--- src/rtl/phase_seq_ctrl.sv ---
// Run controller for the five-phase output sequencer: dwell config file, run/stop control, loop counting.
// Optional `PHASE_SEQ_PAUSE_EN adds a pause input that freezes a run in place.
module phase_seq_ctrl #(
    parameter int CNT_W  = 4,
    parameter int LOOP_W = 8
) (
    input  logic              clk,
    input  logic              rst_n,
    input  logic              cfg_we,
    input  logic [2:0]        cfg_addr,
    input  logic [CNT_W-1:0]  cfg_data,
    output logic              cfg_err,
    input  logic              start,
    input  logic              stop,
    input  logic [LOOP_W-1:0] loops,
    input  logic              en,
`ifdef PHASE_SEQ_PAUSE_EN
    input  logic              pause,
`endif
    output logic              busy,
    output logic              done,
    output logic [2:0]        phase,
    output logic [1:0]        dout0,
    output logic [1:0]        dout1
);

    typedef enum logic [2:0] {
        S00  = 3'd0,
        S11  = 3'd1,
        S21  = 3'd2,
        S22  = 3'd3,
        S33  = 3'd4,
        IDLE = 3'd7
    } state_t;

    state_t             state_q, state_d;
    logic [CNT_W-1:0]   cnt_q, cnt_d;
    logic [LOOP_W-1:0]  loop_cnt_q, loop_cnt_d;
    logic [LOOP_W-1:0]  loops_q, loops_d;
    logic [CNT_W-1:0]   dwell_q [5];
    logic               done_q, done_d;
    logic               cfg_err_q, cfg_err_d;

    logic               hold;
    logic               tick;
    logic [CNT_W-1:0]   cur_dwell;
    logic               phase_end;
    logic               last_loop;
    logic               cfg_ok;

`ifdef PHASE_SEQ_PAUSE_EN
    assign hold = pause;
`else
    assign hold = 1'b0;
`endif

    // A paused run sees no ticks; in IDLE ticks are never consumed, so pause is moot there.
    assign tick = en && !hold;

    always_comb begin
        cur_dwell = '0;
        case (state_q)
            S00:     cur_dwell = dwell_q[0];
            S11:     cur_dwell = dwell_q[1];
            S21:     cur_dwell = dwell_q[2];
            S22:     cur_dwell = dwell_q[3];
            S33:     cur_dwell = dwell_q[4];
            default: cur_dwell = '0;
        endcase
    end

    assign phase_end = tick && (cnt_q == cur_dwell - CNT_W'(1));
    assign last_loop = (loops_q != '0) && (loop_cnt_q == loops_q - LOOP_W'(1));

    assign cfg_ok    = (state_q == IDLE) && (cfg_addr <= 3'd4) && (cfg_data != '0);
    assign cfg_err_d = cfg_we && !cfg_ok;

    always_comb begin
        state_d    = state_q;
        cnt_d      = cnt_q;
        loop_cnt_d = loop_cnt_q;
        loops_d    = loops_q;
        done_d     = 1'b0;
        case (state_q)
            IDLE: begin
                if (start) begin
                    state_d    = S00;
                    cnt_d      = '0;
                    loop_cnt_d = '0;
                    loops_d    = loops;
                end
            end
            S00, S11, S21, S22, S33: begin
                // stop outranks a coincident phase end and suppresses done.
                if (stop) begin
                    state_d = IDLE;
                    cnt_d   = '0;
                end else if (phase_end) begin
                    cnt_d = '0;
                    case (state_q)
                        S00:     state_d = S11;
                        S11:     state_d = S21;
                        S21:     state_d = S22;
                        S22:     state_d = S33;
                        default: begin
                            loop_cnt_d = loop_cnt_q + LOOP_W'(1);
                            if (last_loop) begin
                                state_d = IDLE;
                                done_d  = 1'b1;
                            end else begin
                                state_d = S00;
                            end
                        end
                    endcase
                end else if (tick) begin
                    cnt_d = cnt_q + CNT_W'(1);
                end
            end
            default: begin
                state_d = IDLE;
                cnt_d   = '0;
            end
        endcase
    end

    always_ff @(posedge clk) begin
        if (!rst_n) begin
            state_q    <= IDLE;
            cnt_q      <= '0;
            loop_cnt_q <= '0;
            loops_q    <= '0;
            done_q     <= 1'b0;
            cfg_err_q  <= 1'b0;
        end else begin
            state_q    <= state_d;
            cnt_q      <= cnt_d;
            loop_cnt_q <= loop_cnt_d;
            loops_q    <= loops_d;
            done_q     <= done_d;
            cfg_err_q  <= cfg_err_d;
        end
    end

    always_ff @(posedge clk) begin
        if (!rst_n) begin
            dwell_q[0] <= CNT_W'(1);
            dwell_q[1] <= CNT_W'(2);
            dwell_q[2] <= CNT_W'(2);
            dwell_q[3] <= CNT_W'(2);
            dwell_q[4] <= CNT_W'(3);
        end else begin
            for (int i = 0; i < 5; i++) begin
                if (cfg_we && cfg_ok && (cfg_addr == 3'(i))) begin
                    dwell_q[i] <= cfg_data;
                end
            end
        end
    end

    // Outputs decode the registered state only.
    assign busy    = (state_q != IDLE);
    assign phase   = state_q;
    assign done    = done_q;
    assign cfg_err = cfg_err_q;

    always_comb begin
        dout0 = 2'd0;
        dout1 = 2'd0;
        case (state_q)
            S11:     begin dout0 = 2'd1; dout1 = 2'd1; end
            S21:     begin dout0 = 2'd1; dout1 = 2'd2; end
            S22:     begin dout0 = 2'd2; dout1 = 2'd2; end
            S33:     begin dout0 = 2'd3; dout1 = 2'd3; end
            default: begin dout0 = 2'd0; dout1 = 2'd0; end
        endcase
    end

endmodule

--- config.mk ---
export PLATFORM = sky130hd
export DESIGN_NAME = phase_seq_ctrl
export DESIGN_NICKNAME = d
export VERILOG_FILES = /design/src/rtl/phase_seq_ctrl.sv
export SDC_FILE = /design/constraint.sdc
export NUM_CORES = 1
export LEC_CHECK = 0
export CAP_MARGIN = 40
export CORE_AREA = 2 2 75 77
export CTS_CLUSTER_DIAMETER = 40
export DETAILED_ROUTE_END_ITERATION = 6
export DIE_AREA = 0 0 77 79
export PLACE_DENSITY = 0.77
export SLEW_MARGIN = 15
export SYNTH_ARGS = -nofsm -noshare
export SYNTH_HDL_FRONTEND = slang
export SYNTH_SLANG_ARGS = --single-unit
--- constraint.sdc ---
create_clock -name clk -period 3.03 [get_ports clk]
set_clock_uncertainty 0.15 [all_clocks]
set_input_delay 0.606 -clock clk [delete_from_list [all_inputs] [get_ports clk]]
set_output_delay 0.606 -clock clk [all_outputs]
set_load 0.02 [all_outputs]
==> flow_metrics.env, run 1 <==
export IMPL_max_slew_margin_pct=63.77
export IMPL_synthDistinctLibCells=58
export IMPL_min_to="loops_q[1]"
export IMPL_finalHoldViolCount=0
export IMPL_required_ns=3.12
export IMPL_reg2reg_setup_slack_ns=-0.18
export IMPL_synth_top_cell_by_area="edfxtp_1"
export IMPL_drt_wirelength_per_cell_um=15.39
export IMPL_cp_max_fo=7
export IMPL_cap_violations=0
export IMPL_rsz0062_at_grt="yes"
export IMPL_crit_path_end_kind="flip-flop"
export IMPL_nNetsFinal=350
export IMPL_utilization_pct=62.12
export IMPL_setup_ws_ns=-0.1817
export IMPL_dp_hpwl_mm=4.314
export IMPL_regArea_um2=1106
export IMPL_yosys_warnings=0
export IMPL_cts_root_buffer="clkbuf_8"
export IMPL_synthCells=272
export IMPL_cp_start_kind="flip-flop"
export IMPL_cts_path_max_buffers=2
export IMPL_min_period_ns=3.212
export IMPL_io_buffers=30
export IMPL_nFillCells=475
export IMPL_critical_path_slowest_cell="or4b_1"
export IMPL_grt_max_degree=22
export IMPL_min_path_type="reg2reg"
export IMPL_cts_tree="yes"
export IMPL_period_share_pct=106.0
export IMPL_slew_viol_final=0
export IMPL_routed_via_density=5.582
export IMPL_slowest_delay_ns=0.51
export IMPL_antenna_found_initial=0
export IMPL_syn_cell_area_um2=2564
export IMPL_dieArea_um2=6083
export IMPL_failed_checks="negative setup slack"
export IMPL_wl_mm=6.109
export IMPL_num_antenna_cells=0
export IMPL_r2r_cells=13
export IMPL_overflow=0
export IMPL_rows=27
export IMPL_syn_area_per_cell_um2=9.425
export IMPL_vdd_drop_max_mv=0.2715
export IMPL_synth_top_area_share_pct=23.43
export IMPL_synth_flop_cell="dfxtp_1"
export IMPL_place_ws_ns=-0.09732
export IMPL_cellPowerDensity_nw_per_um2=516.8
export IMPL_fp_dieH_um=79
export IMPL_cts_htree_levels=2
export IMPL_clk_latency_ns=0.30
export IMPL_setup_viol_count_final=3
export IMPL_async_reset_ff_share_pct=0
export IMPL_grt_pass1_wl_mm=10.36
export IMPL_cts_made_buffers=5
export IMPL_dr_pass1_iters=4
export IMPL_coreArea_um2=5338
export IMPL_start_util_pct=48.03
export IMPL_grt_pass1_vias=2264
export IMPL_grt_usage_pct=21.09
export IMPL_die_w_um=77
export IMPL_vias=2216
export IMPL_fin_hold_ws_ns=0.3517
export IMPL_tightest_slew_ns=0.5423
export IMPL_io_pins=31
export IMPL_drc_errors=0
export IMPL_rr_startpoint="phase[1]"
export IMPL_clkTransAtPathRegs_ns=0.09
export IMPL_syn2layout_area_growth_pct=29.33
export IMPL_outcome="complete, but fails checks"
export IMPL_clkSinkCount=45
export IMPL_worstHoldPathCells=2
export IMPL_crit_top_cell="a21oi_2"
export IMPL_multi_input_area_um2=1460
export IMPL_power_mw=1.713
export IMPL_synth_edf_count=20
export IMPL_yosysSeqAreaShare_pct=42.95
export IMPL_layout_drive_gt1_share_pct=20.31
export IMPL_cp_cell_sequence="mux2i_1, o21ai_1, o21a_1, inv_2, ha_4, xor2_2, nand3b_1, o21ba_4, o211ai_1, o32ai_2, a21oi_2, or4b_1, a21oi_2"
export IMPL_crit_type="reg2reg"
export IMPL_synth_seq_cells=45
export IMPL_p_leak_nw=1.219
export IMPL_max_freq_mhz=311.4
export IMPL_min_from="loops_q[1]"
export IMPL_r2r_end="loop_cnt_q[7]"
export IMPL_ant_nets=0
export IMPL_drt_iter0_markers=114
export IMPL_syn_nets=298
export IMPL_crit_arrival_ns=3.30
export IMPL_place_congestion=0.8952
export IMPL_dp_cells=383
export IMPL_instances_no_fill=397
export IMPL_yosys_top_cells_area="edfxtp_1 (23%), dfxtp_1 (20%), nand2_1 (6.3%), mux2i_1 (3.9%), o21ai_0 (3.9%)"
timing repair:
item,CTS,global route
pin swaps,9,7
hold buffers,0,0
hold endpoints to repair,0,0
endpoints found under the setup margin,4,10
resized for setup,9,15
buffers inserted,7,2
cell usage after synthesis, types with 4 or more instances:
master    number
nand3b_1       6
xor2_1         6
a21oi_1        9
edfxtp_1      20
nand2_1       43
o21ai_0       20
ha_1           5
a21boi_0       9
inv_1          7
nor2_1        15
and2_1         6
xnor2_1       11
nand3_1       12
dfxtp_1       25
clkbuf_1       4
mux2i_1       10
worst max-delay path: cells and delay by family, from the launching register on:
kind                       cells  cell delay [ns]
AOI/OAI and AO/OA              7             1.29
xor gates and xnor gates       1             0.16
adders and majority gates      1             0.20
buffers and inverters          1             0.08
DFF                            1             0.43
muxes                          1             0.24
and+or+nand+nor                2             0.61
final cells by class:
class                      count  share of cell area, %
tap                           72                  2.717
multi-input combinational    209                  44.04
sequential                    45                  33.36
timing repair buffer          56                  15.06
inverter                       7                 0.7925
clock inverter                 3                  1.962
clock buffer                   5                  2.075
routing by layer:
layer,vias up,wire [um],global-route usage [%]
li1,1101,-,-
met3,12,243,4.205
met1,1047,2541,24.31
met2,56,3192,38.16
met4,0,131,9.107
met5,-,0,0
how the worst max path moves through the flow:
stage | startpoint | cells after the start | to
2_1_floorplan | phase[1] | 16 | loop_cnt_q[5]
3_3_place_gp | phase[2] | 11 | loop_cnt_q[7]
3_5_place_dp | phase[2] | 11 | loop_cnt_q[7]
4_1_cts | phase[1] | 13 | loop_cnt_q[7]
5_1_grt | phase[1] | 13 | loop_cnt_q[7]
6_report | phase[1] | 13 | loop_cnt_q[7]
flip-flops by register name, indices dropped and copies added, names as in the netlist:
signal      count
cnt_q           4
phase           3
loop_cnt_q      8
loops_q         8
done            1
cfg_err         1
dwell_q        20
stage by stage:
stage          TNS (ns)  cell area, um^2
2_1_floorplan   -0.5902             2580
3_3_place_gp   -0.03660             3042
3_5_place_dp    -0.1932             3042
4_1_cts        -0.02080             3268
5_1_grt          -1.302             3316
6_report        -0.4141             3316
logic make-up (layout without fill, tap and decap cells):
| logic type | after synthesis | in the layout | synth area share [%] |
|---|---|---|---|
| compound gates | 64 | 64 | 17.37 |
| mux | 10 | 10 | 3.904 |
| buf+inv | 18 | 71 | 4.100 |
| flops | 45 | 45 | 42.95 |
| fa+ha+maj | 5 | 5 | 2.440 |
| xor+xnor | 18 | 18 | 6.442 |
| simple gates | 112 | 112 | 22.79 |
power by group:
part / total [mW] / switching (mW) / internal [mW] / leakage [nW]
logic: 0.481 / 0.250 / 0.232 / 0.764
registers: 0.695 / 0.0300 / 0.665 / 0.391
clock network: 0.537 / 0.210 / 0.327 / 0.0643
layout by cell type (no fill, tap or decap), types with 4 or more instances in the layout:
cell / instances
nand2_1: 43
clkdlybuf4s50_1: 30
buf_4: 25
dfxtp_1: 23
edfxtp_1: 20
nor2_1: 15
o21ai_0: 15
nand3_1: 11
xnor2_1: 10
mux2i_1: 9
a21oi_1: 8
a21boi_0: 8
inv_1: 6
nand3b_1: 6
and2_1: 6
o21ai_1: 5
xor2_1: 5
clkbuf_8: 5
ha_1: 4
Note: power is estimated with default switching activity, not from simulation.
==> run 2, diff against run 1 <==
- ABC_AREA: not set -> 0
==> results of run 2 <==
Final layout, timing and power as in run 1 (identical DEF).
==> run 3, diff against run 2 <==
- PLACE_DENSITY: 0.77 -> 0.8
==> run 3 against run 2 <==
The run still ends with negative setup slack left. Via count is 1.8% lower. Sequential cell count is the same. Cell count fell by 0.25%. Design area decreased by 0.64%. Sequential power barely moved. Critical path depth is 1 higher. Register-to-register slack improved by 0.05 ns. Largest cell class unchanged. Largest power group unchanged.
==> flow_metrics.env, run 3 (synthesis results as in run 1) <==
export IMPL_crit_path_end_kind="flip-flop"
export IMPL_nNetsFinal=349
export IMPL_cts_root_buffer="clkbuf_8"
export IMPL_wl_mm=5.924
export IMPL_cp_start_kind="flip-flop"
export IMPL_multi_input_area_um2=1475
export IMPL_clkTransAtPathRegs_ns=0.09
export IMPL_internal_power_mw=1.065
export IMPL_dieArea_um2=6083
export IMPL_required_ns=3.09
export IMPL_overflow=0
export IMPL_nFillCells=475
export IMPL_setup_ws_ns=-0.1313
export IMPL_ant_nets=0
export IMPL_grt_usage_pct=19.62
export IMPL_p_clk_share_pct=26.0
export IMPL_antenna_found_initial=0
export IMPL_finalHoldViolCount=0
export IMPL_vias=2177
export IMPL_place_congestion=0.8537
export IMPL_power_frac_comb_pct=30.0
export IMPL_min_path_type="reg2reg"
export IMPL_clk_latency_ns=0.32
export IMPL_fp_dieH_um=79
export IMPL_reg_top3="dwell_q (20), loop_cnt_q (8), loops_q (8)"
export IMPL_vdd_drop_max_mv=0.3063
export IMPL_finalSetupTns_ns=-0.3324
export IMPL_stdcell_area_um2=3294
export IMPL_cp_max_fo=7
export IMPL_largest_reg_flops=20
export IMPL_max_freq_mhz=316.3
export IMPL_drt_iter0_markers=146
export IMPL_p_leak_nw=1.192
export IMPL_min_period_ns=3.161
export IMPL_io_pins=31
export IMPL_cts_tree="yes"
export IMPL_utilization_pct=61.72
export IMPL_grt_pass1_vias=2050
export IMPL_cts_htree_levels=2
export IMPL_outcome="complete, but fails checks"
export IMPL_syn2layout_area_growth_pct=28.50
export IMPL_setup_viol_count_final=4
export IMPL_cts_path_max_buffers=2
export IMPL_period_share_pct=104.3
export IMPL_dr_pass1_iters=4
export IMPL_fin_hold_ws_ns=0.3450
export IMPL_start_util_pct=48.03
export IMPL_crit_arrival_ns=3.22
export IMPL_max_slew_margin_pct=72.37
export IMPL_top_register="dwell_q"
export IMPL_slew_viol_final=0
export IMPL_drt_wirelength_per_cell_um=14.96
export IMPL_routed_via_density=5.497
export IMPL_cellPowerDensity_nw_per_um2=478.3
export IMPL_layout_drive_gt1_share_pct=20.37
export IMPL_grt_max_degree=21
export IMPL_dp_hpwl_mm=4.275
export IMPL_switchingPower_mw=0.5107
export IMPL_placed_area_um2=3049
export IMPL_clkSinkCount=45
export IMPL_die_w_um=77
export IMPL_r2r_cells=14
export IMPL_most_common_layout_cells="nand2_1 (43), clkdlybuf4s50_1 (30), dfxtp_1 (23)"
export IMPL_worstHoldPathCells=2
export IMPL_failed_checks="negative setup slack"
export IMPL_tightest_slew_ns=0.4107
export IMPL_cap_violations=0
export IMPL_crit_type="reg2reg"
export IMPL_p_seq_share_pct=44.0
export IMPL_io_buffers=30
export IMPL_grt_pass1_wl_mm=9.432
export IMPL_rows=27
export IMPL_cts_made_buffers=5
export IMPL_num_antenna_cells=0
export IMPL_final_common_cell="nand2_1"
export IMPL_coreArea_um2=5338
export IMPL_rsz0062_at_grt="yes"
export IMPL_regArea_um2=1106
export IMPL_swShare_pct=32.41
export IMPL_drc_errors=0
==> run 3: repair_timing <==
action,in CTS,in global routing
endpoints found under the hold margin,0,0
gates resized for setup,10,17
hold buffers,0,0
pin swaps,12,13
buffers inserted,1,3
setup endpoints to repair,3,8
==> run 3: power by group through the flow <==
stage / clock (mW) / combinational, mW / sequential, mW
floorplan: 0 / 0.281 / 0.705
global placement: 0 / 0.418 / 0.705
detailed placement: 0 / 0.428 / 0.706
CTS: 0.414 / 0.450 / 0.693
global route: 0.440 / 0.515 / 0.698
finish: 0.410 / 0.472 / 0.693
==> run 3: path summary, 6_finish.rpt <==
kind,start,end,slack [ns]
worst max-delay path,phase[1],loop_cnt_q[7],-0.13
worst min-delay path,loops_q[1],loops_q[1],0.34
worst max register to register,phase[1],loop_cnt_q[7],-0.13
worst min register to register,loops_q[1],loops_q[1],0.34
==> run 3: metrics by stage <==
stage               setup slack [ns]  instances  power [mW]
floorplan                    -0.2097        272      0.9858
global placement            -0.04435        384       1.123
detailed placement           -0.1112        384       1.134
CTS                         -0.03311        393       1.557
global route                 -0.3714        396       1.653
finish                       -0.1313        396       1.576
==> run 3: routing by layer <==
layer	track usage, %	share of wire [%]
met5	0	0
met4	8.929	2.3
met3	5.455	4.4
met2	36.05	52
met1	20.99	42
==> run 3: layout make-up <==
type	count	share of cell area, %
clock buffers	5	2.089
clock inverters	3	0.8735
inverters	7	0.7976
multi-input cells	209	44.78
flip-flops and latches	45	33.57
well taps	72	2.735
repair buffers	55	15.15
==> run 3: worst max-delay path: stages, from the launching register on <==
cell,delay [ns]
dfxtp_4,0.41
mux2i_1,0.22
o21ai_1,0.11
o21a_1,0.22
inv_2,0.07
ha_4,0.20
xor2_2,0.14
nand3b_1,0.10
o21ba_4,0.23
o211ai_1,0.09
o32ai_2,0.36
a21oi_2,0.15
buf_4,0.18
o41ai_4,0.34
a21oi_2,0.08
